[src/rtl/crossdomain_signal_bank.sv]
// ============================================================================
// crossdomain_signal_bank: multi-channel level synchroniser into clk_b with
// rise/fall strobes; optional glitch filter via CROSSDOMAIN_SIGNAL_FILTER_EN.
// Revision: 1.0
// ============================================================================
`default_nettype none

module crossdomain_signal_bank #(
   parameter int                NUM_CH      = 4,
   parameter int                SYNC_STAGES = 2,
   parameter logic [NUM_CH-1:0] INIT_VAL    = '0,
   parameter int                FILT_CYCLES = 4
) (
   input  logic              clk_b,
   input  logic              reset,
   input  logic [NUM_CH-1:0] sig_domain_a,
   output logic [NUM_CH-1:0] sig_domain_b,
   output logic [NUM_CH-1:0] rise_b,
   output logic [NUM_CH-1:0] fall_b,
   output logic              any_edge_b
);

   logic [NUM_CH-1:0] sync_q [SYNC_STAGES];
   logic [NUM_CH-1:0] sync_out;
   logic [NUM_CH-1:0] prev_q;

   // Only stage 0 sees the asynchronous input; later stages resolve metastability.
   always_ff @(posedge clk_b or posedge reset) begin
      if (reset) begin
         for (int k = 0; k < SYNC_STAGES; k++) begin
            sync_q[k] <= INIT_VAL;
         end
      end else begin
         sync_q[0] <= sig_domain_a;
         for (int k = 1; k < SYNC_STAGES; k++) begin
            sync_q[k] <= sync_q[k-1];
         end
      end
   end

   assign sync_out = sync_q[SYNC_STAGES-1];

`ifdef CROSSDOMAIN_SIGNAL_FILTER_EN
   localparam int               CNT_W   = $clog2(FILT_CYCLES + 1);
   localparam logic [CNT_W-1:0] CNT_MAX = CNT_W'(FILT_CYCLES - 1);

   logic [NUM_CH-1:0] filt_q;
   logic [NUM_CH-1:0] filt_d;
   logic [CNT_W-1:0]  cnt_q [NUM_CH];
   logic [CNT_W-1:0]  cnt_d [NUM_CH];

   // A channel only follows sync_out after FILT_CYCLES consecutive differing samples.
   always_comb begin
      filt_d = filt_q;
      for (int i = 0; i < NUM_CH; i++) begin
         cnt_d[i] = cnt_q[i];
         if (sync_out[i] == filt_q[i]) begin
            cnt_d[i] = '0;
         end else if (cnt_q[i] == CNT_MAX) begin
            filt_d[i] = sync_out[i];
            cnt_d[i]  = '0;
         end else begin
            cnt_d[i] = cnt_q[i] + 1'b1;
         end
      end
   end

   always_ff @(posedge clk_b or posedge reset) begin
      if (reset) begin
         filt_q <= INIT_VAL;
         for (int i = 0; i < NUM_CH; i++) begin
            cnt_q[i] <= '0;
         end
      end else begin
         filt_q <= filt_d;
         for (int i = 0; i < NUM_CH; i++) begin
            cnt_q[i] <= cnt_d[i];
         end
      end
   end

   assign sig_domain_b = filt_q;
`else
   assign sig_domain_b = sync_out;
`endif

   always_ff @(posedge clk_b or posedge reset) begin
      if (reset) begin
         prev_q <= INIT_VAL;
      end else begin
         prev_q <= sig_domain_b;
      end
   end

   // Both operands are flop outputs, so strobes are glitch-free and last one cycle.
   assign rise_b     = sig_domain_b & ~prev_q;
   assign fall_b     = ~sig_domain_b & prev_q;
   assign any_edge_b = |(rise_b | fall_b);

endmodule

`default_nettype wire
[config.mk]
export PLATFORM = sky130hd
export DESIGN_NAME = crossdomain_signal_bank
export DESIGN_NICKNAME = d
export VERILOG_FILES = /design/src/rtl/crossdomain_signal_bank.sv
export SDC_FILE = /design/constraint.sdc
export NUM_CORES = 1
export LEC_CHECK = 0
export ABC_AREA = 1
export CAP_MARGIN = 20
export CORE_AREA = 2 2 39 41
export CTS_CLUSTER_SIZE = 14
export DETAILED_ROUTE_END_ITERATION = 10
export DIE_AREA = 0 0 41 43
export GPL_ROUTABILITY_DRIVEN = 0
export GPL_TIMING_DRIVEN = 0
export PLACE_DENSITY = 0.69
export SETUP_SLACK_MARGIN = 0.3
export SYNTH_ARGS = -nofsm -noshare
export SYNTH_HDL_FRONTEND = slang
export SYNTH_SLANG_ARGS = --single-unit
[constraint.sdc]
create_clock -name clk_b -period 2.7 [get_ports clk_b]
set_input_delay 0.54 -clock clk_b [delete_from_list [all_inputs] [get_ports clk_b]]
set_output_delay 0.54 -clock clk_b [all_outputs]
set_load 0.05 [all_outputs]
== Word level (Yosys, flattened, before mapping) ==
Cells that the tools add are included.

* Bitwise operators: 5
* Reduce and logical (&&, ||, !) cells: 1

{| class="wikitable"
|+ Operators by type and width
! cell !! count
|-
| $and 4x4->4 || 2
|-
| $not 4->4 || 2
|-
| $or 4x4->4 || 1
|-
| $reduce_or 4->1 || 1
|}

* Bits in registers: 12
* Output and inout port bits: 13

== Longest topological paths before layout ==
Gate-level depths: netlist of the first run.

* Word-level depth: 4
* Depth in mapped cells: 5
* Gate-level depth less buffers: 5

== Worst setup path after synthesis of the first run ==
No wires, ideal clock.

* Path type: register to output
* Start: register sync_q, in the netlist sig_domain_b[2]
* End: output any_edge_b
* Path buffers: 0
* Stages on the path, launching flop included: 6
* Data required time: 2.160 ns
* Path slack: 1.058 ns
* Data arrival time: 1.102 ns
* Path through: dfrtp_1 inv_1 ha_1 nand2_1 inv_1 nand2_1

* Cells in the longest elaborated chain, start to end: 4

{| class="wikitable"
|+ RTL lines
! item !! RTL line !! text
|-
| start: declaration || 23 || <nowiki>logic [NUM_CH-1:0] sync_q [SYNC_STAGES];</nowiki>
|-
| start signal: indexed assignment || 36 || <nowiki>sync_q[k] <= sync_q[k-1];</nowiki>
|-
| $not 4->4 || 97 || <nowiki>assign fall_b = ~sig_domain_b & prev_q;</nowiki>
|-
| $and 4x4->4 || 97 ||
|-
| $or 4x4->4 (*) || 98 || <nowiki>assign any_edge_b = |(rise_b | fall_b);</nowiki>
|-
| $reduce_or 4->1 (*) || 98 ||
|-
| end: declaration || 20 || <nowiki>output logic any_edge_b</nowiki>
|}

Every way passes the cells marked *; elsewhere a longest branch is shown, timed or not.

== Final worst setup path of the first run ==
* Start: register sync_q, in the netlist sig_domain_b[0]
* End: output fall_b[0]

* Cells in the longest elaborated chain, start to end: 2

{| class="wikitable"
|+ RTL lines
! item !! RTL line !! text
|-
| $not 4->4 || 97 ||
|-
| $and 4x4->4 || 97 ||
|-
| end: declaration || 19 || <nowiki>output logic [NUM_CH-1:0] fall_b,</nowiki>
|}

No other way between the ends.

==> flow_summary_export.csv, run 1 <==
group,metric,value,unit
clock_network,numCtsBuffers,3,
timing,slew_headroom,66.4,%
place,dpl.hpwl,470,µm
yosys,netlist.area_leader.share,62.2,%
timing,timing.setup.tns,0,ns
pwr,power.total,375,µW
critical_path,worst_path_arrival,1.67,ns
clock_network,clock_latency,0.25,ns
critical_path,timing.critical_path.buf_inv,2,
critical_path,path_max_fanout,4,
yosys,post_synth.cell_area_avg,12.7,µm²
route,detailedRoute.firstPassIterationCount,2,
route,vias,280,
outcome,result_of_the_run,"completed",
pwr,power_density,532,mW/mm²
clock_network,clk_root_buffer_cell,"clkbuf_4",
clock_network,cts_hold_repair.buffers,0,
timing,setup_slack,0.485,ns
route,via_per_inst,3.73,
clock_network,cts.repair.resized,1,
yosys,ys_seq_elements,12,
timing,report.final.setup_viol,0,
critical_path,critical_path.slowest_cell,"clkdlybuf4s50_1",
yosys,synthesis.area,483,µm²
cells_and_area,net_count_of_the_finished_layout,75,
die,initial_core_util,34.9,%
yosys,post_synth_inst_count,38,
die,die_width,41,µm
clock_network,clk_transition_reported_paths,0.06,ns
die,die-area,0.00176,mm²
timing,timing.fmax,452,MHz
cells_and_area,finalCoreUtilization,50.9,%
route,drt-wirelength-per-cell,7.81,µm
timing,finalCriticalPeriod,2.21,ns
route,drtAntennaViolNets,0,
critical_path,crit_start,"sig_domain_b[0]",
place,pre_cts_ws,0.486,ns
die,dieHeight,43,µm
clock_network,cts_post_setup_buffers_inserted,0,
timing,finalHoldViolCount,0,
yosys,synth-warning-count,0,
clock_network,tritoncts_num_sinks,12,
critical_path,critical_path.max_stage_delay,0.79,ns
timing,report.final.slew_viol_count,0,
cells_and_area,area_growth,45.9,%
hold_path,min_path_type,"register to register",
critical_path,crit_required,2.16,ns
grt,grt.overflow.total,0,
cells_and_area,diodes,0,
pwr,power.static_leakage,0.000371,µW
route,postRouteWirelength,586,µm
critical_path,worst_path_dominant_cell_family,"buffers and inverters",
timing,rsz0062_at_grt,"false",
clock_network,cts-htree-levels,1,
grt,via_count_of_the_first_global_routing_pass,265,
route,route.detailed.drc,0,
grt,track_usage,9.17,%
die,core,0.00138,mm²
die,floorplan.rows,14,
yosys,synth_fp_nets,52,
yosys,synth.yosys.seq_area_share,62.2,%
critical_path,worst_r2r_start,"sig_domain_b[0]",
grt,grt_pass1_wl,1.02,mm
clock_network,cts_tree,"done",
clock_network,cts.path.max_buffers,2,
critical_path,critical_path.cell_chain,"inv_1 -> ha_1 -> clkdlybuf4s50_1",
cells_and_area,drive_gt1_share,11.9,%
route,first_iter_violations,3,
cells_and_area,fillers,127,
grt,antenna_found_initial,0,
yosys,yosys.cell_types.count,5,
yosys,synth_top_cells_by_area,"dfrtp_1 (62%), ha_1 (21%), inv_1 (8.5%), buf_4 (6.2%), nand2_1 (2.3%)",
critical_path,worst_setup_path_start_kind,"register",
die,boundaryPins,19,
place,io_buffers,18,
critical_path,cp.depth,3,
pwr,power.ir.vdd_worst,276,µV
timing,tightest_slew,0.502,ns
critical_path,crit-reg2reg-capture,"prev_q[0]",
critical_path,setup_slack_reg_to_reg,2.16,ns
critical_path,critical_path_class,"register to output port",
critical_path,worstSetupEndpoint,"fall_b[0]",
timing,final.period_utilization,82.0,%
grt,grt_start_max_net_pins,13,
critical_path,worstRegToRegCells,0,
critical_path,critical_path.endpoint_type,"output port",
timing,setup_clock_skew_after_layout,0.000101,ns
job,maxCapViolations,0,
yosys,synthDominantAreaCellType,"dfrtp_1",
-- flip-flops by register name (all words and copies together), names as in the netlist --
name	cells
sync_q	4
sig_domain_b	4
prev_q	4
-- routing by layer --
| metal | part of all wire (%) | GRT usage (%) | wire (µm) |
|---|---|---|---|
| met5 | 0 | 0 | 0 |
| met3 | 7.7 | 3.14 | 45 |
| met1 | 43 | 11.5 | 251 |
| met4 | 0 | 10.0 | 0 |
| met2 | 49 | 10.9 | 289 |
-- cells in the mapped netlist --
library cell  count
inv_1            11
buf_4             4
ha_1              8
nand2_1           3
dfrtp_1          12
-- logic make-up (layout without fill, tap and decap cells) --
logic type    count (synthesis)  after routing  share of synthesized area, %
flops                        12             12                          62.2
simple gates                  3              3                          2.33
buf+inv                      15             36                          14.8
fa+ha+maj                     8              8                          20.7
-- worst min path at each step --
stage	depth (start not counted)	slack (ns)	to	from
2_1_floorplan	0	0.33	sig_domain_b[0]	sync_q[4]
3_3_place_gp	0	0.33	sig_domain_b[1]	sync_q[5]
3_5_place_dp	0	0.34	sig_domain_b[1]	sync_q[5]
4_1_cts	0	0.35	sig_domain_b[1]	sync_q[5]
5_1_grt	0	0.36	sig_domain_b[1]	sync_q[5]
6_report	0	0.35	sig_domain_b[1]	sync_q[5]
-- cell type report --
| cell class | count | area [µm²] | share of cell area (%) |
|---|---|---|---|
| Tap cell | 16 | 20.0 | 2.84 |
| Inverter | 11 | 41.3 | 5.86 |
| Clock buffer | 3 | 22.5 | 3.20 |
| Buffer | 4 | 30.0 | 4.26 |
| Multi-Input combinational cell | 11 | 111 | 15.8 |
| Timing Repair Buffer | 18 | 179 | 25.4 |
| Sequential cell | 12 | 300 | 42.6 |
-- power by group --
group	switching [µW]	internal [µW]
Combinational	50.4	30.7
Clock	48.2	51.4
Sequential	5.39	189
-- per-stage QoR --
stage          hold slack (ns)  cell area [µm²]  std cells
6_report                 0.348              704         75
5_1_grt                  0.360              704         75
4_1_cts                  0.350              704         75
3_5_place_dp             0.336              683         72
3_3_place_gp             0.332              683         72
2_1_floorplan            0.331              483         38
-- cells in the final DEF (no fill, tap or decap) --
| cell type | n |
|---|---|
| dfrtp_1 | 12 |
| inv_1 | 11 |
| ha_1 | 8 |
| clkdlybuf4s50_1 | 17 |
| buf_4 | 4 |
| dlygate4sd2_1 | 1 |
| clkbuf_4 | 3 |
| nand2_1 | 3 |
Note: power is estimated with default switching activity, not from simulation.
==> run 2: changes to the inputs <==
--- a/config.mk
+++ b/config.mk
@@ -7,13 +7,13 @@
 export LEC_CHECK = 0
 export ABC_AREA = 1
 export CAP_MARGIN = 20
-export CORE_AREA = 2 2 39 41
+export CORE_MARGIN = 2
+export CORE_UTILIZATION = 36
 export CTS_CLUSTER_SIZE = 14
 export DETAILED_ROUTE_END_ITERATION = 10
-export DIE_AREA = 0 0 41 43
 export GPL_ROUTABILITY_DRIVEN = 0
 export GPL_TIMING_DRIVEN = 0
-export PLACE_DENSITY = 0.69
+export PLACE_DENSITY = 0.71
 export SETUP_SLACK_MARGIN = 0.3
 export SYNTH_ARGS = -nofsm -noshare
 export SYNTH_HDL_FRONTEND = slang
==> constraint.sdc (replaced) <==
create_clock -name clk_b -period 1.9 [get_ports clk_b]
set_input_delay 0.38 -clock clk_b [delete_from_list [all_inputs] [get_ports clk_b]]
set_output_delay 0.38 -clock clk_b [all_outputs]
set_load 0.05 [all_outputs]
==> run 2 against run 1 <==
Routed wire length increased by 7.5%; die area decreased by 6.4%; combinational power increased by 44%; global-route usage increased by 0.51 points; critical path depth increased by 3; largest power group unchanged.
==> flow_summary_export.csv, run 2 (synthesis results as in run 1) <==
group,metric,value,unit
clock_network,tritoncts_num_sinks,12,
critical_path,worst_setup_path_start_kind,"register",
critical_path,critical_path.endpoint_type,"output port",
grt,track_usage,9.67,%
route,routed.top_layer,"met3",
hold_path,min_path_type,"register to register",
timing,report.final.slew_viol_count,0,
pwr,power.static_leakage,0.000401,µW
clock_network,clk_transition_reported_paths,0.06,ns
critical_path,worst_r2r_start,"sig_domain_b[1]",
die,core,0.00127,mm²
route,detailroute.wirelength.met3,76,µm
cells_and_area,drive_gt1_share,43.5,%
timing,tightest_slew,0.418,ns
die,initial_core_util,38.1,%
die,boundaryPins,19,
timing,slew_headroom,72.1,%
timing,setup_slack,0.237,ns
critical_path,crit_required,1.52,ns
cells_and_area,net_count_of_the_finished_layout,78,
cells_and_area,layout.cells.most_common,"dfrtp_1",
timing,setup_clock_skew_after_layout,0.000315,ns
place,pre_cts_ws,-0.164,ns
route,vias,305,
route,drt-wirelength-per-cell,8.18,µm
route,drtAntennaViolNets,0,
grt,grt.overflow.total,0,
critical_path,critical_path_class,"register to output port",
job,maxCapViolations,0,
route,route.detailed.drc,0,
route,met2_wirelength,302,µm
grt,grt_pass1_wl,1.00,mm
pwr,power_density,752,mW/mm²
timing,final.period_utilization,87.5,%
grt,grt_start_max_net_pins,13,
pwr,power.total,536,µW
place,dpl.hpwl,486,µm
die,dieHeight,40.6,µm
grt,antenna_found_initial,0,
clock_network,numCtsBuffers,3,
die,floorplan.rows,13,
clock_network,cts_tree,"done",
clock_network,clk_root_buffer_cell,"clkbuf_4",
clock_network,cts.path.max_buffers,2,
cells_and_area,diodes,0,
cells_and_area,area_growth,47.4,%
route,via_per_inst,3.96,
route,routedLengthMet1,251,µm
outcome,result_of_the_run,"completed",
route,first_iter_violations,1,
timing,rsz0062_at_grt,"true",
cells_and_area,finalCoreUtilization,56.1,%
place,io_buffers,18,
grt,via_count_of_the_first_global_routing_pass,246,
timing,report.final.setup_viol,0,
timing,timing.fmax,601,MHz
hold_path,timing.hold.worst.start,"sync_q[6]",
route,detailedRoute.firstPassIterationCount,4,
timing,finalCriticalPeriod,1.66,ns
critical_path,path_max_fanout,4,
die,die-area,0.00165,mm²
die,die_width,40.6,µm
timing,finalHoldViolCount,0,
cells_and_area,most-common-layout-cells,"dfrtp_1 (12), inv_1 (9), buf_2 (8)",
clock_network,cts_hold_repair.buffers,0,
clock_network,cts-htree-levels,1,
critical_path,worst_path_arrival,1.28,ns
route,postRouteWirelength,630,µm
critical_path,crit_start,"sig_domain_b[2]",
pwr,power.ir.vdd_worst,395,µV
clock_network,clock_latency,0.26,ns
==> run 2: cell types whose count changed in the layout (fill, tap and decap cells not counted), sizes merged <==
cell and delta:
clkdlybuf4s15 +4, clkdlybuf4s50 -12, buf +12, dlygate4sd2 -1
==> run 2: critical path, cell delays in order (launching register included) <==
cell and delay (ns):
dfrtp_1 0.39, inv_1 0.06, ha_1 0.27, nand2_1 0.07
inv_2 0.04, nand2_2 0.06, buf_8 0.14
==> run 2: repair_timing <==
item | CTS | global route
resized for setup | 53 | 11
endpoints found under the setup margin | 13 | 4
pin swaps | 5 | 3
setup buffers | 1 | 2
==> run 2: through the flow <==
step	hold slack, ns	cells	instance area, µm²	TNS, ns
after CTS	0.349	75	697	0
final	0.348	77	712	0
after detailed placement	0.335	71	682	-0.164
after floorplan	0.245	38	483	0
after global placement	0.332	71	682	-0.134
after global routing	0.356	77	712	0
==> run 2: power by group <==
part           switching, µW  internal (µW)  total (µW)
clock network           70.0           73.1         143
registers               7.61            268         276
logic                   75.5           41.1         117
total                    153            383         536
==> run 2: final timing paths <==
| path | end | slack, ns | depth (start not counted) |
|---|---|---|---|
| hold / removal | sig_domain_b[2] | 0.35 | 0 |
| setup reg to reg | prev_q[1] | 1.24 | 1 |
| hold reg to reg | sig_domain_b[2] | 0.35 | 0 |
| setup / recovery | any_edge_b | 0.24 | 6 |
| max in group asynchronous | prev_q[1] | 1.20 | 2 |
| min in group asynchronous | sig_domain_b[3] | 0.41 | 2 |
==> run 2: area by class of cell <==
class	count	area, µm²
Clock buffer	3	22.5
Multi-Input combinational cell	11	126
Timing Repair Buffer	21	173
Fill cell	118	557
Buffer	4	30.0
Tap cell	15	18.8
Sequential cell	12	300
Inverter	11	41.3
==> run 2: per-layer routing <==
metal	GRT usage (%)	vias to the layer above
met2	14.3	17
met4	5.00	0
met1	12.6	134
met3	3.26	0
li1	-	154
met5	0	-
==> run 3: changes to the inputs <==
--- a/config.mk
+++ b/config.mk
@@ -6,9 +6,9 @@
 export NUM_CORES = 1
 export LEC_CHECK = 0
 export ABC_AREA = 1
-export CAP_MARGIN = 20
 export CORE_MARGIN = 2
 export CORE_UTILIZATION = 36
+export CTS_CLUSTER_DIAMETER = 120
 export CTS_CLUSTER_SIZE = 14
 export DETAILED_ROUTE_END_ITERATION = 10
 export GPL_ROUTABILITY_DRIVEN = 0
==> results of run 3 <==
No change in the layout: final DEF, timing and power equal those of run 2.
